### config.mk
export PLATFORM = sky130hd
export DESIGN_NAME = data_memory_arbiter
export DESIGN_NICKNAME = d
export VERILOG_FILES = /design/src/rtl/data_memory_arbiter.sv
export SDC_FILE = /design/constraint.sdc
export NUM_CORES = 1
export LEC_CHECK = 0
export BUFFER_PORTS_ARGS = -buffer_cell sky130_fd_sc_hd__buf_2
export CAP_MARGIN = 20
export CORE_AREA = 5 5 230 232
export CTS_BUF_LIST = sky130_fd_sc_hd__clkbuf_16
export DETAILED_ROUTE_END_ITERATION = 8
export DIE_AREA = 0 0 235 237
export GPL_TIMING_DRIVEN = 0
export PLACE_DENSITY = 0.53
export SETUP_SLACK_MARGIN = 0.05
export SLEW_MARGIN = 20
export SYNTH_ARGS = -nofsm -noshare
export SYNTH_HDL_FRONTEND = slang
export SYNTH_SLANG_ARGS = --single-unit
### constraint.sdc
create_clock -name clk -period 4.64 [get_ports clk]
set_input_delay 0.696 -clock clk [delete_from_list [all_inputs] [get_ports clk]]
set_output_delay 0.696 -clock clk [all_outputs]
set_load 0.01 [all_outputs]
### src/rtl/data_memory_arbiter.sv
// data_memory_arbiter: two-requester round-robin front end for the single-port
// Data_Memory. Each transaction takes three cycles (IDLE sample, ACCESS with a
// single memory strobe, RESP with the done pulse). Port 0 is the load/store
// unit, port 1 the debug/loader.
module data_memory_arbiter #(
  parameter int ADDR_W = 64,
  parameter int DATA_W = 64
) (
  input  logic              clk,
  input  logic              reset,
  input  logic              req0,
  input  logic              req1,
  input  logic              we0,
  input  logic              we1,
  input  logic [ADDR_W-1:0] addr0,
  input  logic [ADDR_W-1:0] addr1,
  input  logic [DATA_W-1:0] wdata0,
  input  logic [DATA_W-1:0] wdata1,
  output logic              gnt0,
  output logic              gnt1,
  output logic              done0,
  output logic              done1,
  output logic [DATA_W-1:0] rdata0,
  output logic [DATA_W-1:0] rdata1,
  output logic              err0,
  output logic              err1,
  output logic              busy,
  output logic [ADDR_W-1:0] Mem_Addr,
  output logic [DATA_W-1:0] Write_Data,
  output logic              Mem_Write,
  output logic              Mem_Read,
  input  logic [DATA_W-1:0] Read_Data
);

  typedef enum logic [1:0] {IDLE, ACCESS, RESP} state_t;

  state_t state;
  logic   last_grant;  // port that won most recently; 1 after reset so port 0 wins first tie
  logic   port;        // port of the transaction in flight
  logic   we_q;
  logic   misalign;
  logic   win;

  // Winner selection: a lone requester wins, a tie goes to the port not granted last
  always_comb begin
    win = (req0 && req1) ? ~last_grant : ~req0;
  end

  // Memory strobes are decoded from state and gated by reset so a reset in ACCESS kills the write
  always_comb begin
    Mem_Write = 1'b0;
    Mem_Read  = 1'b0;
    if (state == ACCESS && !misalign && !reset) begin
      Mem_Write = we_q;
      Mem_Read  = ~we_q;
    end
  end

  // Sequencer: latch winner in IDLE, access memory in ACCESS, report in RESP
  always_ff @(posedge clk) begin
    if (reset) begin
      state      <= IDLE;
      last_grant <= 1'b1;
      port       <= 1'b0;
      we_q       <= 1'b0;
      misalign   <= 1'b0;
      gnt0       <= 1'b0;
      gnt1       <= 1'b0;
      done0      <= 1'b0;
      done1      <= 1'b0;
      err0       <= 1'b0;
      err1       <= 1'b0;
      busy       <= 1'b0;
      rdata0     <= '0;
      rdata1     <= '0;
      Mem_Addr   <= '0;
      Write_Data <= '0;
    end else begin
      gnt0  <= 1'b0;
      gnt1  <= 1'b0;
      done0 <= 1'b0;
      done1 <= 1'b0;
      err0  <= 1'b0;
      err1  <= 1'b0;
      case (state)
        IDLE: begin
          if (req0 || req1) begin
            port       <= win;
            we_q       <= win ? we1 : we0;
            Mem_Addr   <= win ? addr1 : addr0;
            Write_Data <= win ? wdata1 : wdata0;
            misalign   <= win ? |addr1[2:0] : |addr0[2:0];
            gnt0       <= ~win;
            gnt1       <= win;
            busy       <= 1'b1;
            state      <= ACCESS;
          end
        end
        ACCESS: begin
          if (!misalign && !we_q) begin
            if (port) rdata1 <= Read_Data;
            else      rdata0 <= Read_Data;
          end
          last_grant <= port;
          done0      <= ~port;
          done1      <= port;
          err0       <= ~port & misalign;
          err1       <= port & misalign;
          state      <= RESP;
        end
        RESP: begin
          busy  <= 1'b0;
          state <= IDLE;
        end
        default: begin
          busy  <= 1'b0;
          state <= IDLE;
        end
      endcase
    end
  end

endmodule

Word level (Yosys, flattened, before mapping):

Cells that the tools add are included.

* register bits after elaboration: 269
* logic and storage cells: 56

* equal/unequal tests: 2
* multiplexer cells: 11
* bitwise operators: 10
* reductions and logical operators: 17

Operators by type and width (number)
* 2-to-1 mux 64 bit: 2
* OR reduction 3 bit: 3
* NOT 1 bit: 8
* 2-to-1 mux 1 bit: 6
* AND reduction 3 bit: 2
* logical AND 1 bit: 4
* case mux 2 bit (2 select lines): 1
* AND reduction 2 bit: 2
* logical NOT 1 bit: 3
* AND 1 bit: 2
* equality test 2 x 1 -> 1 bit (second input constant): 1
* logical NOT 2 bit: 1
* 2-to-1 mux 2 bit: 1
* inequality test 2 bit (second input constant): 1
* case mux 1 bit (2 select lines): 1
* OR reduction 2 bit: 1
* logical OR 1 bit: 1

Depth between registers and ports, before layout:

* depth after elaboration: 4
* gate-level depth with buffers: 8
* mapped depth without buffers: 5

Worst setup path before layout:

OpenSTA, ideal clock, no wires.

* kind: in2reg
* from: in req0
* to: reg Mem_Addr[0]
* library setup time: 0.089 ns
* arrival time: 1.891 ns
* required time: 4.551 ns
* slack: 2.661 ns
* cell stages on the path: 8
* path buffers: 5
* cell sequence: buf_2 -> or2_1 -> buf_2 -> and2_1 -> buf_2 -> buf_6 -> buf_6 -> a311oi_2

* longest elaborated chain between the ends: 3
* elaborated cells on any way between the ends: 6
* classes of those cells: 2 x mux; 1 x bitwise; 3 x reduce/logical

RTL lines
* start: declaration: line 11 `input logic req0,`
* logical AND 1 bit or NOT 1 bit (tied branches): line 46 `win = (req0 && req1) ? ~last_grant : ~req0;`
* 2-to-1 mux 1 bit: line 46
* 2-to-1 mux 64 bit: line 90 `Mem_Addr <= win ? addr1 : addr0;`
* end signal: assignment: line 90
* end: declaration: line 28 `output logic [ADDR_W-1:0] Mem_Addr,`

Parallel ways exist; a longest one is shown, timed or not.
A chain may end at the register's enable or synchronous reset.

Worst setup path in the final report:

* from: reg state[1]
* to: out Mem_Read

* longest elaborated chain between the ends: 4

RTL lines
* start: declaration: line 37 `state_t state;`
* start signal: assignment: line 62 `state <= IDLE;`
* start signal: assignment: line 96 `state <= ACCESS;`
* start signal: assignment: line 109 `state <= RESP;`
* equality test 2 x 1 -> 1 bit: line 53 `if (state == ACCESS && !misalign && !reset) begin`
* logical AND 1 bit (2 in a row): line 53
* 2-to-1 mux 1 bit: line 53
* end: declaration: line 31 `output logic Mem_Read,`

Every way passes these cells.

==> impl_metrics.csv <==
group,metric,value,unit
sta,drv_slew,0,
placement,dp.cells,2677,
final_layout,area.sequential,5390,um^2
global_routing,gr-total-overflow,0,
synth,synthTopCellsByArea,"dfxtp_1 (44%), a21oi_1 (11%), o21ai_0 (10%)",
route,drtAntennaViolNets,0,
synth,ys_types,28,
placement,gp_congestion,0.971,
route,wl_per_cell,23.7,um
route,drcViolationCount,0,
job,drv_cap,0,
synth,synthAdderAreaFrac,0,%
power_and_ir_drop,vdd_drop_max,0.261,mV
synth,seq_area_frac_synth,43.9,%
final_layout,area_growth,38.7,%
synth,netlist_instances,1408,
sta,slew_headroom,34.5,%
floorplan,rows,83,
sta,rsz0062_at_grt,"no",
floorplan,start_util,24.1,%
floorplan,fp.dieH,237,um
final_layout,final_cell_mix,"buf_2 (612), dfxtp_1 (269), a21oi_1 (260), o21ai_0 (255), clkbuf_1 (166)",
run_status,outcome,"complete, no violations",
sta,setup_viol,0,
final_layout,final_common_cell,"buf_2",
sta,fin_crit,2740,ps
setup_path,cp_data_required_time,3940,ps
clocking,h-tree-depth,1,
global_routing,grt_pass1_vias,14700,
clocking,ctsResizeCount,0,
power_and_ir_drop,p_leak,6.73,nW
setup_path,cp_max_fo,5,
route,viasPerCell,5.29,
synth,synth.largest_area_cell,"dfxtp_1",
sta,tightest_slew,983,ps
synth,synth_top_family_by_area,"compound AO/OA/AOI/OAI gates",
clocking,cts_buffers,31,
setup_path,critical_path_class,"reg -> out",
synth,syn-num-nets,1734,
synth,synth-xor-area-share,0,%
global_routing,grt_pass1_wl,95.7,mm
setup_path,start_kind,"flop",
final_layout,drive_above_1_share,36.1,%
clocking,clock_sinks,269,
clocking,path_clk_slew,60,ps
synth,synth_simple_gate_area_share,6.39,%
synth,synth_top_area_share,43.9,%
floorplan,core_area,50800,um^2
final_layout,multi_input_area,6000,um^2
global_routing,antenna_found_initial,19,
placement,place_hpwl,51.4,mm
clocking,tritoncts,"done",
route,firstDrtPassIters,5,
route,drt_iter0_markers,931,
clocking,ctsRootBufferMaster,"clkbuf_16",
setup_path,cp.arrival,2050,ps
final_layout,final_cells,2738,
sta,finalSetupTns,0,ps
route,drt-total-wl,65.0,mm
sta,final.period_utilization,59.1,%
global_routing,grt_max_degree,15,
clocking,cts_hold_buf,0,
worst_hold_path,hp-class,"in -> reg",
synth,syn-cell-area,12300,um^2
final_layout,fillers,5440,
clocking,clk_path_buf_depth,3,
sta,finClkSkew,29.4,ps
floorplan,die_w,235,um
synth,avgSynthCellArea,8.70,um^2
synth,synth_compound_area_share,42.6,%
synth,synthMuxAreaShare,0,%
route,via_count,14500,
sta,fmax,365,MHz
clocking,clkLatencyLatePin,590,ps
global_routing,grt_usage,21.7,%
setup_path,end_kind,"output port",
synth,synth-seq-cells,269,
synth,synth_warnings,0,
placement,io_buffers,589,
clocking,cts_setup_buffers,0,
final_layout,nets,2356,
sta,hold_viol,0,
floorplan,die-area,55700,um^2
floorplan,ios,591,
power_and_ir_drop,cellPowerDensity,377,nW/um^2
==> critical path, cell delays in order (launching register included) <==
cell and delay [ps]:
dfxtp_1 340, nand2b_1 190, nand2b_1 340, nor3_1 380, buf_2 220
==> area by class of cell <==
| cell class | count | share of cell area (%) |
|---|---|---|
| flip-flops and latches | 269 | 31.7 |
| diodes | 7 | 0.103 |
| inverters | 5 | 0.110 |
| plain buffers | 201 | 5.01 |
| clock inverters | 23 | 0.876 |
| multi-input cells | 933 | 35.3 |
| repair buffers | 589 | 17.3 |
| well taps | 680 | 5.01 |
| clock buffers | 31 | 4.56 |
==> flip-flops by register name (all words and copies together) (netlist names), 2 cells and up <==
name	count
Mem_Addr	64
rdata0	64
Write_Data	64
rdata1	64
state	2
==> stage by stage <==
| stage | setup slack, ps | utilization, % | total power, W | hold slack (ps) | instance area [um^2] |
|---|---|---|---|---|---|
| 5_1_grt | 1700 | 33.5 | 0.00668 | 369 | 17000 |
| 3_5_place_dp | 1640 | 31.6 | 0.00412 | 464 | 16100 |
| 6_report | 1900 | 33.5 | 0.00640 | 380 | 17000 |
| 4_1_cts | 1770 | 33.4 | 0.00645 | 358 | 17000 |
| 3_3_place_gp | 1630 | 31.6 | 0.00411 | 459 | 16100 |
| 2_1_floorplan | 2660 | - | 0.00342 | 480 | 12300 |
==> where the power goes <==
part           internal (W)  switching, W
clock network       0.00130       0.00103
logic              0.000517      0.000943
registers           0.00249      0.000117
total               0.00432       0.00209
==> worst paths after layout <==
path | from | end | slack, ps | depth (start not counted)
worst min register to register | rdata0[30] | rdata0[30] | 470 | 2
worst max-delay path | state[1] | Mem_Read | 1900 | 4
worst max register to register | last_grant | Mem_Addr[55] | 2080 | 5
worst min-delay path | Read_Data[32] | rdata1[32] | 380 | 3
==> kinds of logic after synthesis <==
| kind of cell | Yosys count |
|---|---|
| AND/OR/NAND/NOR | 154 |
| buffers and inverters | 206 |
| flip-flops | 269 |
| AO/OA/AOI/OAI | 779 |
==> cells in the mapped netlist <==
library cell    n
a41o_1          1
buf_6           9
or4b_1          1
nor4b_1         1
dfxtp_1       269
nor3_1          4
o21ai_0       255
nand3b_1        1
nand2_1         3
a311oi_1       49
inv_1           4
o211ai_1      130
a211oi_1        1
clkbuf_1      166
o21ai_1         3
nand2b_1        4
and2b_1         1
or2_1           1
nor2_1          7
a21oi_1       260
buf_2          23
nand3_1       128
a311oi_2       80
nor3b_1         1
inv_2           1
and2_1          1
and3_1          1
buf_1           3
==> layer usage <==
layer	share of wire [%]	up-vias	global-route usage, %
li1	-	6655	-
met1	39	6994	25.5
met3	8.2	130	5.77
met5	0.10	-	0
met2	50	688	38.7
met4	3.2	12	6.90
Note: power is estimated with default switching activity, not from simulation.
